===== config.mk =====
export PLATFORM = sky130hd
export DESIGN_NAME = axi4_lite_slave_write_buf
export DESIGN_NICKNAME = d
export VERILOG_FILES = /design/src/rtl/axi4_lite_slave_write_buf_pkg.sv /design/src/rtl/axi4_lite_slave_write_buf.sv
export SDC_FILE = /design/constraint.sdc
export NUM_CORES = 1
export LEC_CHECK = 0
export CORE_MARGIN = 3
export CORE_UTILIZATION = 35
export DETAILED_ROUTE_END_ITERATION = 12
export GPL_TIMING_DRIVEN = 0
export PLACE_DENSITY = 0.8
export SLEW_MARGIN = 10
export SYNTH_ARGS = -nofsm -noshare
export SYNTH_HDL_FRONTEND = slang
export SYNTH_SLANG_ARGS = --single-unit
export TNS_END_PERCENT = 20

===== constraint.sdc =====
create_clock -name clk -period 3.6 [get_ports clk]
set_clock_uncertainty 0.05 [all_clocks]
set_input_delay 0.54 -clock clk [delete_from_list [all_inputs] [get_ports clk]]
set_output_delay 0.54 -clock clk [all_outputs]
set_load 0.02 [all_outputs]

===== src/rtl/axi4_lite_slave_write_buf_pkg.sv =====
// Shared types for the AXI4-Lite write buffer: FSM state encoding and B-channel response codes.
package axi4_lite_pkg;

    typedef enum logic [2:0] {
        IDLE    = 3'd0,
        HAVE_AW = 3'd1,
        HAVE_W  = 3'd2,
        MEM     = 3'd3,
        RESP    = 3'd4
    } t_wr_state;

    localparam logic [1:0] RESP_OKAY   = 2'b00;
    localparam logic [1:0] RESP_SLVERR = 2'b10;

endpackage


===== src/rtl/axi4_lite_slave_write_buf.sv =====
// AXI4-Lite single-outstanding write slave that forwards one beat to a simple memory port.
// Optional memory-wait timeout enabled by defining AXI4_LITE_SLAVE_WRITE_BUF_TIMEOUT_EN.
import axi4_lite_pkg::*;

module axi4_lite_slave_write_buf #(
    parameter int AXI_ADDR_WIDTH = 64,
    parameter int AXI_DATA_WIDTH = 32,
    parameter int TIMEOUT_CYCLES = 256
) (
    input  logic                          clk,
    input  logic                          arstn,
    input  logic                          AW_VALID,
    input  logic [AXI_ADDR_WIDTH-1:0]     AW_ADDR,
    input  logic [2:0]                    AW_PROT,
    output logic                          AW_READY,
    input  logic                          W_VALID,
    input  logic [AXI_DATA_WIDTH-1:0]     W_DATA,
    input  logic [AXI_DATA_WIDTH/8-1:0]   W_STRB,
    output logic                          W_READY,
    input  logic                          B_READY,
    output logic                          B_VALID,
    output logic [1:0]                    B_RESP,
    output logic [AXI_ADDR_WIDTH-1:0]     o_addr,
    output logic [AXI_DATA_WIDTH-1:0]     o_data,
    output logic [AXI_DATA_WIDTH/8-1:0]   o_strb,
    output logic [2:0]                    o_prot,
    output logic                          o_write_en,
    input  logic                          i_write_done,
    input  logic                          i_write_err
);

    localparam int SW       = AXI_DATA_WIDTH / 8;
    localparam int ADDR_LSB = (AXI_DATA_WIDTH == 64) ? 3 : 2;

    t_wr_state                 state_q, state_d;
    logic [AXI_ADDR_WIDTH-1:0] addr_q, addr_d;
    logic [AXI_DATA_WIDTH-1:0] data_q, data_d;
    logic [SW-1:0]             strb_q, strb_d;
    logic [2:0]                prot_q, prot_d;
    logic [1:0]                resp_q, resp_d;
    logic                      wen_q, wen_d;
    logic                      bvalid_q, bvalid_d;
    logic                      aw_ready_s, w_ready_s;
    logic                      aw_hs_s, w_hs_s, have_aw_s, have_w_s;
    logic                      timeout_s;

`ifdef AXI4_LITE_SLAVE_WRITE_BUF_TIMEOUT_EN
    localparam int CNT_W = $clog2(TIMEOUT_CYCLES) + 1;
    logic [CNT_W-1:0] cnt_q, cnt_d;

    // Wait counter: zero outside MEM so it starts from zero on every MEM entry.
    always_comb begin
        cnt_d = {CNT_W{1'b0}};
        if (state_q == MEM) begin
            cnt_d = cnt_q + CNT_W'(1);
        end else begin
            cnt_d = {CNT_W{1'b0}};
        end
    end

    // Wait counter register.
    always_ff @(posedge clk or negedge arstn) begin
        if (!arstn) begin
            cnt_q <= {CNT_W{1'b0}};
        end else begin
            cnt_q <= cnt_d;
        end
    end

    assign timeout_s = (state_q == MEM) && (cnt_q == CNT_W'(TIMEOUT_CYCLES - 1));
`else
    assign timeout_s = 1'b0;
`endif

    // Ready decode, capture of handshaked fields and next-state selection.
    always_comb begin
        state_d    = state_q;
        addr_d     = addr_q;
        data_d     = data_q;
        strb_d     = strb_q;
        prot_d     = prot_q;
        resp_d     = resp_q;
        aw_ready_s = 1'b0;
        w_ready_s  = 1'b0;
        case (state_q)
            IDLE:    begin aw_ready_s = 1'b1; w_ready_s = 1'b1; end
            HAVE_AW: w_ready_s  = 1'b1;
            HAVE_W:  aw_ready_s = 1'b1;
            default: begin aw_ready_s = 1'b0; w_ready_s = 1'b0; end
        endcase
        aw_hs_s   = AW_VALID && aw_ready_s;
        w_hs_s    = W_VALID && w_ready_s;
        have_aw_s = aw_hs_s || (state_q == HAVE_AW);
        have_w_s  = w_hs_s || (state_q == HAVE_W);
        if (aw_hs_s) begin
            addr_d = AW_ADDR;
            prot_d = AW_PROT;
        end else begin
            addr_d = addr_q;
        end
        if (w_hs_s) begin
            data_d = W_DATA;
            strb_d = W_STRB;
        end else begin
            data_d = data_q;
        end
        case (state_q)
            IDLE, HAVE_AW, HAVE_W: begin
                // Misalignment outranks an empty strobe: both skip the memory access.
                if (have_aw_s && have_w_s) begin
                    if (addr_d[ADDR_LSB-1:0] != {ADDR_LSB{1'b0}}) begin
                        state_d = RESP;
                        resp_d  = RESP_SLVERR;
                    end else if (strb_d == {SW{1'b0}}) begin
                        state_d = RESP;
                        resp_d  = RESP_OKAY;
                    end else begin
                        state_d = MEM;
                    end
                end else if (have_aw_s) begin
                    state_d = HAVE_AW;
                end else if (have_w_s) begin
                    state_d = HAVE_W;
                end else begin
                    state_d = state_q;
                end
            end
            MEM: begin
                if (i_write_done) begin
                    state_d = RESP;
                    resp_d  = i_write_err ? RESP_SLVERR : RESP_OKAY;
                end else if (timeout_s) begin
                    state_d = RESP;
                    resp_d  = RESP_SLVERR;
                end else begin
                    state_d = state_q;
                end
            end
            RESP: begin
                if (B_READY) begin
                    state_d = IDLE;
                end else begin
                    state_d = state_q;
                end
            end
            default: state_d = IDLE;
        endcase
        wen_d    = (state_d == MEM);
        bvalid_d = (state_d == RESP);
    end

    // State and output registers; reset aborts any transaction in flight.
    always_ff @(posedge clk or negedge arstn) begin
        if (!arstn) begin
            state_q  <= IDLE;
            addr_q   <= {AXI_ADDR_WIDTH{1'b0}};
            data_q   <= {AXI_DATA_WIDTH{1'b0}};
            strb_q   <= {SW{1'b0}};
            prot_q   <= 3'b000;
            resp_q   <= 2'b00;
            wen_q    <= 1'b0;
            bvalid_q <= 1'b0;
        end else begin
            state_q  <= state_d;
            addr_q   <= addr_d;
            data_q   <= data_d;
            strb_q   <= strb_d;
            prot_q   <= prot_d;
            resp_q   <= resp_d;
            wen_q    <= wen_d;
            bvalid_q <= bvalid_d;
        end
    end

    assign AW_READY   = aw_ready_s;
    assign W_READY    = w_ready_s;
    assign B_VALID    = bvalid_q;
    assign B_RESP     = resp_q;
    assign o_addr     = addr_q;
    assign o_data     = data_q;
    assign o_strb     = strb_q;
    assign o_prot     = prot_q;
    assign o_write_en = wen_q;

endmodule


==> reports/qor.yml <==
clock_network:
  cts.clk_slew.worst_paths_ps: 70
  clockBufferDepth: 2
  cts_tree: "done"
  root_buffer: "clkbuf_16"
  numCtsBuffers: 9
  ctsHoldBuffers: 1
  clock_latency_ps: 350
  post_cts_resize_count: 0
  post_cts_buffers: 0
  cts_sinks: 109
  cts_max_level: 3
floorplanning:
  die_area_um2: 13300
  fp.dieH_um: 115
  floorplan.rows: 39
  initial_core_util: 0.362
  fp.dieW_um: 115
  ios: 219
  core-area_um2: 11500
drt:
  wl_um: 10200
  drc: 0
  dr.first_iter.drc_count: 89
  wl_met3_um: 962
  first_pass_iters: 3
  viasPerCell: 4.67
  vias: 2968
  detail-route-antenna-nets: 0
  wl_per_cell_um: 16.1
  route.met2.wl_um: 5090
  dr.max_layer_used: "met4"
  wl_met1_um: 3970
worst_setup_path:
  r2r_slack_ps: 1350
  crit_path_cell_trace: "clkdlybuf4s50_1 > nor3b_4 > mux2i_1 > a211oi_2 > o32ai_2 > mux2_1"
  critPathLaunchType: "input port"
  cp_top_family: "multiplexers"
  crit_type: "in2reg"
  cpPeakStageDelay_ps: 470
  required_ps: 3780
  crit_start: "AW_VALID"
  cp_slowest_cell: "clkdlybuf4s50_1"
  path_max_fanout: 6
  arrival_ps: 2560
  r2r-start: "state_q[2]"
  crit_path_end_kind: "register"
  crit_buf_inv: 1
final_layout:
  regArea_um2: 2730
  n_antenna_cell: 0
  finalNetCount: 597
  fin_util: 0.596
  drive_above_1_share: 0.272
  multi_input_comb_area_um2: 1370
  stdcell_count: 635
  fillers: 940
  syn_to_final_growth_pct: 64.6
power:
  leakage_nw: 2.82
  peakVddDrop_v: 0.000498
  powerDensity_nw_per_um2: 939
place:
  routabilityCongestion: 0.710
  port_buffers: 217
  dp.cells: 618
  dp_hpwl_um: 8000
timing:
  worst_pin_slew_ps: 553
  max_freq_mhz: 421
  rsz0062_at_grt: "no"
  hold_viol_final: 0
  finalMaxSlewViolations: 0
  setup_viol: 0
  fin_crit_ps: 2380
  relSlewSlack: 0.631
  hold_slack_ps: 444
  fin_crit_sh: 0.660
logic_synthesis:
  synth_cells: 257
  ys_warn_count: 0
  netlist_top_cells_area: "dfrtp_1 (65%), mux2_2 (28%), buf_2 (0.96%), nor2_1 (0.63%), mux2i_1 (0.48%)"
  netlist_area_um2: 4170
  synth_seq_cells: 109
  yosysSeqAreaShare: 0.654
  syn_area_per_cell_um2: 16.2
  yosys.area.top_type_share: 0.654
  syn_nets: 367
  synth_cell_types: 23
  yosys.area.top_type: "dfrtp_1"
min_path:
  hp-class: "reg2reg"
  hp-start: "B_RESP[1]"
grt:
  grt_start_max_net_pins: 92
  antenna_found_initial: 0
  grt_pass1_wl_um: 15800
  grt_overflow_total: 0
  grt_pass1_vias: 3186
  grtUsageTotal: 0.154
outcome:
  status: "finished clean"
run:
  maxCapViolations: 0
where the power goes:
part | internal (mW) | switching, mW
Combinational | 1.78 | 1.50
Sequential | 1.85 | 0.319
Clock | 0.549 | 0.454
state kept, by name, summed over array words and instances (netlist names):
signal,count
B_VALID,1
o_write_en,1
o_prot,3
B_RESP,1
o_addr,64
o_strb,4
o_data,32
state_q,3
worst paths after layout:
kind	end	cells past startpoint
max in group asynchronous	o_strb[0]	3
min in group asynchronous	o_addr[11]	2
max reg2reg	B_RESP[1]	6
max	B_RESP[1]	6
min	B_RESP[1]	1
min reg2reg	B_RESP[1]	1
cells by family after synthesis:
group	count (synthesis)	synth area share
flops	109	0.654
compound gates	9	0.0171
buf+inv	16	0.0177
simple gates	15	0.0222
mux	107	0.288
other cells	1	0.000899
cells in the mapped netlist:
master / n
nand3b_1: 1
o21a_1: 2
conb_1: 1
o21ai_0: 3
a21oi_1: 1
o31ai_1: 1
nand2b_1: 2
o32ai_2: 1
nor2b_1: 1
buf_2: 8
mux2_1: 1
inv_1: 3
nor3b_1: 1
or4_1: 1
nor4_1: 1
nor2_1: 7
a211oi_2: 1
dfrtp_1: 109
buf_4: 1
clkbuf_1: 4
nor3b_4: 1
mux2_2: 104
mux2i_1: 2
layer usage:
metal	GRT usage	vias up
met1	0.181	1464
met2	0.257	131
met5	0	-
li1	-	1359
met3	0.0547	14
met4	0.0649	0
cells in the final DEF, fill, tap and decap left out, types with 2 or more instances in the layout:
cell               n
clkdlybuf4s50_1  216
inv_6              3
dfrtp_1          109
buf_2              8
mux2_2           104
mux2i_1            2
clkinv_4           2
clkbuf_1           4
o21ai_0            3
clkbuf_16          9
nor2_1             7
o21a_1             2
inv_1              3
nand2b_1           2
final cells by class:
cell class	count	share of cell area
buffer	13	0.00911
clock buffer	9	0.0328
clock inverter	7	0.0118
inverter	3	0.00164
multi-input combinational	132	0.199
sequential	109	0.397
tap	143	0.0261
timing repair buffer	219	0.322
through the flow:
step	worst slack, ps	area, µm²	TNS, ps	total power, mW
after floorplan	1610	4170	0	3.85
after CTS	1210	6870	0	6.54
after global routing	1050	6870	0	6.81
after global placement	-2080	6520	-225590	5.42
after detailed placement	838	6550	0	5.51
final	1220	6870	0	6.45
No activity file was read; power rests on OpenSTA's default activity.
